### src/rtl/sync_fifo_param.sv
// rtl/sync_fifo_param.sv - parametrised single-clock FIFO with flush, thresholds and optional FWFT read
// Level flags decode count combinationally; handshake/error flags are registered one-cycle pulses.
module sync_fifo_param #(
  parameter int FIFO_WIDTH = 16,
  parameter int FIFO_DEPTH = 8,
  parameter int AF_LEVEL   = FIFO_DEPTH - 1,
  parameter int AE_LEVEL   = 1,
  parameter bit FWFT       = 1'b0,
  localparam int CW        = $clog2(FIFO_DEPTH + 1)
) (
  input  logic                  clk,
  input  logic                  rst,
  input  logic                  flush,
  input  logic                  wr_en,
  input  logic [FIFO_WIDTH-1:0] data_in,
  input  logic                  rd_en,
  output logic [FIFO_WIDTH-1:0] data_out,
  output logic                  wr_ack,
  output logic                  overflow,
  output logic                  underflow,
  output logic                  full,
  output logic                  empty,
  output logic                  almostfull,
  output logic                  almostempty,
  output logic [CW-1:0]         count
);

  localparam int PW = $clog2(FIFO_DEPTH);
  localparam logic [PW-1:0] LAST = PW'(FIFO_DEPTH - 1);

  logic [FIFO_WIDTH-1:0] mem_q [FIFO_DEPTH];
  logic [PW-1:0]         wr_ptr_q, wr_ptr_d, rd_ptr_q, rd_ptr_d;
  logic [CW-1:0]         count_q, count_d;
  logic                  wr_ack_q, wr_ack_d;
  logic                  overflow_q, overflow_d;
  logic                  underflow_q, underflow_d;
  logic                  wr_acc, rd_acc;

  assign full        = (count_q == CW'(FIFO_DEPTH));
  assign empty       = (count_q == '0);
  assign almostfull  = (count_q >= CW'(AF_LEVEL));
  assign almostempty = (count_q <= CW'(AE_LEVEL));
  assign count       = count_q;
  assign wr_ack      = wr_ack_q;
  assign overflow    = overflow_q;
  assign underflow   = underflow_q;

  // Acceptance is judged on pre-edge occupancy; flush suppresses both ports.
  assign wr_acc = wr_en && !full && !flush;
  assign rd_acc = rd_en && !empty && !flush;

  always_comb begin
    wr_ptr_d    = wr_ptr_q;
    rd_ptr_d    = rd_ptr_q;
    count_d     = count_q + CW'(wr_acc) - CW'(rd_acc);
    wr_ack_d    = wr_acc;
    overflow_d  = wr_en && full;
    underflow_d = rd_en && empty;
    if (wr_acc) wr_ptr_d = (wr_ptr_q == LAST) ? '0 : wr_ptr_q + 1'b1;
    if (rd_acc) rd_ptr_d = (rd_ptr_q == LAST) ? '0 : rd_ptr_q + 1'b1;
    if (flush) begin
      wr_ptr_d    = '0;
      rd_ptr_d    = '0;
      count_d     = '0;
      wr_ack_d    = 1'b0;
      overflow_d  = 1'b0;
      underflow_d = 1'b0;
    end
  end

  always_ff @(posedge clk) begin
    if (rst) begin
      wr_ptr_q    <= '0;
      rd_ptr_q    <= '0;
      count_q     <= '0;
      wr_ack_q    <= 1'b0;
      overflow_q  <= 1'b0;
      underflow_q <= 1'b0;
    end else begin
      wr_ptr_q    <= wr_ptr_d;
      rd_ptr_q    <= rd_ptr_d;
      count_q     <= count_d;
      wr_ack_q    <= wr_ack_d;
      overflow_q  <= overflow_d;
      underflow_q <= underflow_d;
    end
  end

  always_ff @(posedge clk) begin
    if (!rst && wr_acc) mem_q[wr_ptr_q] <= data_in;
  end

  generate
    if (FWFT) begin : g_fwft
      assign data_out = mem_q[rd_ptr_q];
    end else begin : g_std
      logic [FIFO_WIDTH-1:0] dout_q, dout_d;

      always_comb begin
        dout_d = dout_q;
        if (rd_acc) dout_d = mem_q[rd_ptr_q];
      end

      always_ff @(posedge clk) begin
        if (rst) dout_q <= '0;
        else     dout_q <= dout_d;
      end

      assign data_out = dout_q;
    end
  endgenerate

endmodule

### config.mk
export PLATFORM = sky130hd
export DESIGN_NAME = sync_fifo_param
export DESIGN_NICKNAME = d
export VERILOG_FILES = /design/src/rtl/sync_fifo_param.sv
export SDC_FILE = /design/constraint.sdc
export NUM_CORES = 1
export LEC_CHECK = 0
export ABC_AREA = 1
export CAP_MARGIN = 10
export CORE_ASPECT_RATIO = 1.5
export CORE_MARGIN = 4
export CORE_UTILIZATION = 30
export DETAILED_ROUTE_END_ITERATION = 12
export GPL_TIMING_DRIVEN = 0
export PLACE_DENSITY = 0.49
export SLEW_MARGIN = 20
export SYNTH_ARGS = -nofsm -noshare
export SYNTH_HDL_FRONTEND = slang
export SYNTH_SLANG_ARGS = --single-unit
### constraint.sdc
create_clock -name clk -period 2.3 [get_ports clk]
set_input_delay 0.46 -clock clk [delete_from_list [all_inputs] [get_ports clk]]
set_output_delay 0.46 -clock clk [all_outputs]
set_load 0.03 [all_outputs]
==> results_dict.tcl <==
set metrics [dict create \
    status "completed" \
    relSlewSlack_pct 56.0 \
    crit_top_cell "nor2_4" \
    place.gp.congestion 0.754 \
    vias 4534 \
    gr-usage-all-layers_pct 14.2 \
    holdPathEnd "data_out[15]$_SDFFE_PP0P_" \
    drive_gt1_share_pct 13.1 \
    die_w_um 130 \
    n_antenna_cell 0 \
    cts_tree "yes" \
    pre_cts_slack_ns -0.603 \
    synth_warnings 0 \
    crit_family "simple AND/OR/NAND/NOR gates" \
    fp-row-count 66 \
    area_delta_synth_final_pct 24.2 \
    crit_chain "inv_2, ha_1, inv_2, nor2_4, nor2_4, nand2_4, nor2_4, nand2_2, nor2_2, buf_8" \
    synth_cell_types 28 \
    grt_start_max_net_pins 17 \
    dr.first_iter.drc_count 256 \
    timing.fmax_ghz 0.449 \
    clk_pin_slew_ns 0.07 \
    fillers 2101 \
    synth_area_per_cell_sq_um 10.2 \
    syn_area_sq_mm 0.00674 \
    power.density_mw_per_mm2 769 \
    clockBufferDepth 2 \
    min_path_type "in -> reg" \
    r2r_slack_ns 0.07 \
    critPathLaunch "count[2]$_SDFF_PP0_" \
    seq_area_sq_mm 0.00443 \
    grt_pass1_wl_um 25900 \
    crit_slowest_cell "nor2_2" \
    r2r_cells 10 \
    maxSlewViolCount 0 \
    path_class "reg -> reg" \
    synthTopCellsByArea "edfxtp_1, nand2_1, dfxtp_1" \
    first_pass_iters 5 \
    synth_top_flop_cell "edfxtp_1" \
    period_needed_ns 2.23 \
    clock_latency_ns 0.42 \
    syn-num-nets 698 \
    fin_ws_ns 0.0717 \
    io_buffers 46 \
    worstPathBufferInverterCount 3 \
    async_reset_ff_share_pct 0 \
    r2r_start "count[2]$_SDFF_PP0_" \
    ys_seq_area_share_pct 65.6 \
    die_h_um 192 \
    synth_top_area_share_pct 57.0 \
    nets 771 \
    ys_ff_latch 157 \
    hp-start "rst" \
    routed_wl_um 16800 \
    place_inst 989 \
    crit_fanout 9 \
    power_leakage_uw 0.00340 \
    synth_edf_count 128 \
    rsz0062_at_grt "yes" \
    synthCells 664 \
    start_util_pct 30.8 \
    antenna_found_initial 0 \
    fin_total_pwr_uw 6450 \
    drc 0 \
    holdPathStages 2 \
    worst_pin_slew_ns 0.660 \
    hold_viol_final 0 \
    yosysTopAreaCell "edfxtp_1" \
    dieArea_sq_mm 0.0250 \
    finClkSkew_ns 0.00871 \
    wl_per_cell_um 16.5 \
    io_pins 48 \
    required_ns 2.43 \
    h-tree-depth 4 \
    cts_buffers 17 \
    fin_cells 1022 \
    setup_violations 0 \
    grt-ovfl-total 0 \
    core_area_sq_mm 0.0219 \
    crit_path_end_kind "register" \
    post-dp-hpwl_um 11600 \
    r2r-end "mem_q[2][11]$_DFFE_PP_" \
    via_per_inst 4.44 \
    multi_input_area_sq_mm 0.00178 \
    ant_nets 0 \
    min_period_over_period_pct 96.9 \
    critPathLaunchType "register" \
    clock-sinks 157 \
    max_cap_violations 0 \
    cpPeakStageDelay_ns 0.49 \
    cts_root_buf "clkbuf_16" \
    ir_drop_v 0.000430 \
    cp.arrival_ns 2.35 \
    grt_pass1_vias 4564 \
]
[cells by family (layout without fill, tap and decap cells)]
kind of cell,Yosys count,in the layout,synth area share (%)
adders and majority gates,13,13,2.52
DFF,157,157,65.6
AOI/OAI and AO/OA,30,30,2.45
xor gates and xnor gates,1,1,0.130
buffers and inverters,149,235,9.32
and+or+nand+nor,314,314,20.0
[per-stage QoR]
step           util [%]  setup TNS [ns]  instance area, sq um  hold WS (ns)
6_report           38.3               0                  8380         0.427
3_5_place_dp       35.0          -31.44                  7670         0.458
4_1_cts            38.1               0                  8340         0.415
5_1_grt            38.3          -0.543                  8380         0.421
3_3_place_gp       34.5         -133.79                  7550         0.455
2_1_floorplan         -           -3.60                  6750         0.493
[cells in the mapped netlist, drive strengths merged, types with 2 or more instances]
cell type,n
a211oi,2
a21oi,21
buf,26
clkbuf,3
dfxtp,29
edfxtp,128
ha,12
inv,119
nand2,191
nand3,98
nor2,24
o21ai,5
[how the worst max path moves through the flow]
stage,endpoint,slack [ns],cells past startpoint
4_1_cts,count[2]$_SDFF_PP0_,0.02,13
3_3_place_gp,mem_q[7][14]$_DFFE_PP_,-1.23,6
5_1_grt,mem_q[2][14]$_DFFE_PP_,-0.04,10
2_1_floorplan,mem_q[0][0]$_DFFE_PP_,-0.06,8
6_report,mem_q[2][11]$_DFFE_PP_,0.07,10
3_5_place_dp,count[2]$_SDFF_PP0_,-0.60,12
[metal layers]
layer  GRT usage (%)  routed length (um)  vias up  share of wire (%)
li1                -                   -     2289                  -
met1            16.8                6780     2157                 40
met2            25.5                9150       75                 54
met3            2.84                 674       13                4.0
met4            4.71                 227        0                1.3
met5               0                   0        -                  0
[cells in the final DEF, fill, tap and decap left out, drive strengths merged, types with 2 or more instances in the layout]
cell           synthesis  routed
clkbuf                 3      23
dfxtp                 29      29
dlygate4sd2            0       4
a211oi                 2       2
clkdlybuf4s50          0      42
clkinvlp               0       2
inv                  119     119
nand3                 98      98
nand2                191     191
a21oi                 21      21
edfxtp               128     128
nor2                  24      24
clkinv                 1       7
o21ai                  5       5
ha                    12      12
bufinv                 0       4
buf                   26      34
[flip-flops by register name, summed over array words and instances (netlist names)]
name       count
count          4
overflow       1
mem_q        128
underflow      1
wr_ack         1
data_out      16
rd_ptr_q       3
wr_ptr_q       3
[area by class of cell]
class | count | share of cell area (%)
Sequential cell | 157 | 52.9
Multi-Input combinational cell | 358 | 21.2
Tap cell | 272 | 4.06
Clock inverter | 12 | 1.99
Inverter | 120 | 5.44
Timing Repair Buffer | 55 | 6.89
Buffer | 28 | 1.97
Clock buffer | 20 | 5.57
[where the power goes]
part	internal, uW	leakage (uW)	total (uW)	switching [uW]
combinational	128	0.00170	359	231
sequential	3100	0.00139	3120	14.8
clock	1890	0.000307	2970	1080
total	5120	0.00340	6450	1320
[what timing repair did]
action                     CTS  global route
setup endpoints to repair   16            58
hold buffers                 0             0
pin swaps                    0             2
buffers inserted             1             1
cloned                       0             0
resized for setup           12             6
(Power assumes the default switching activity.)
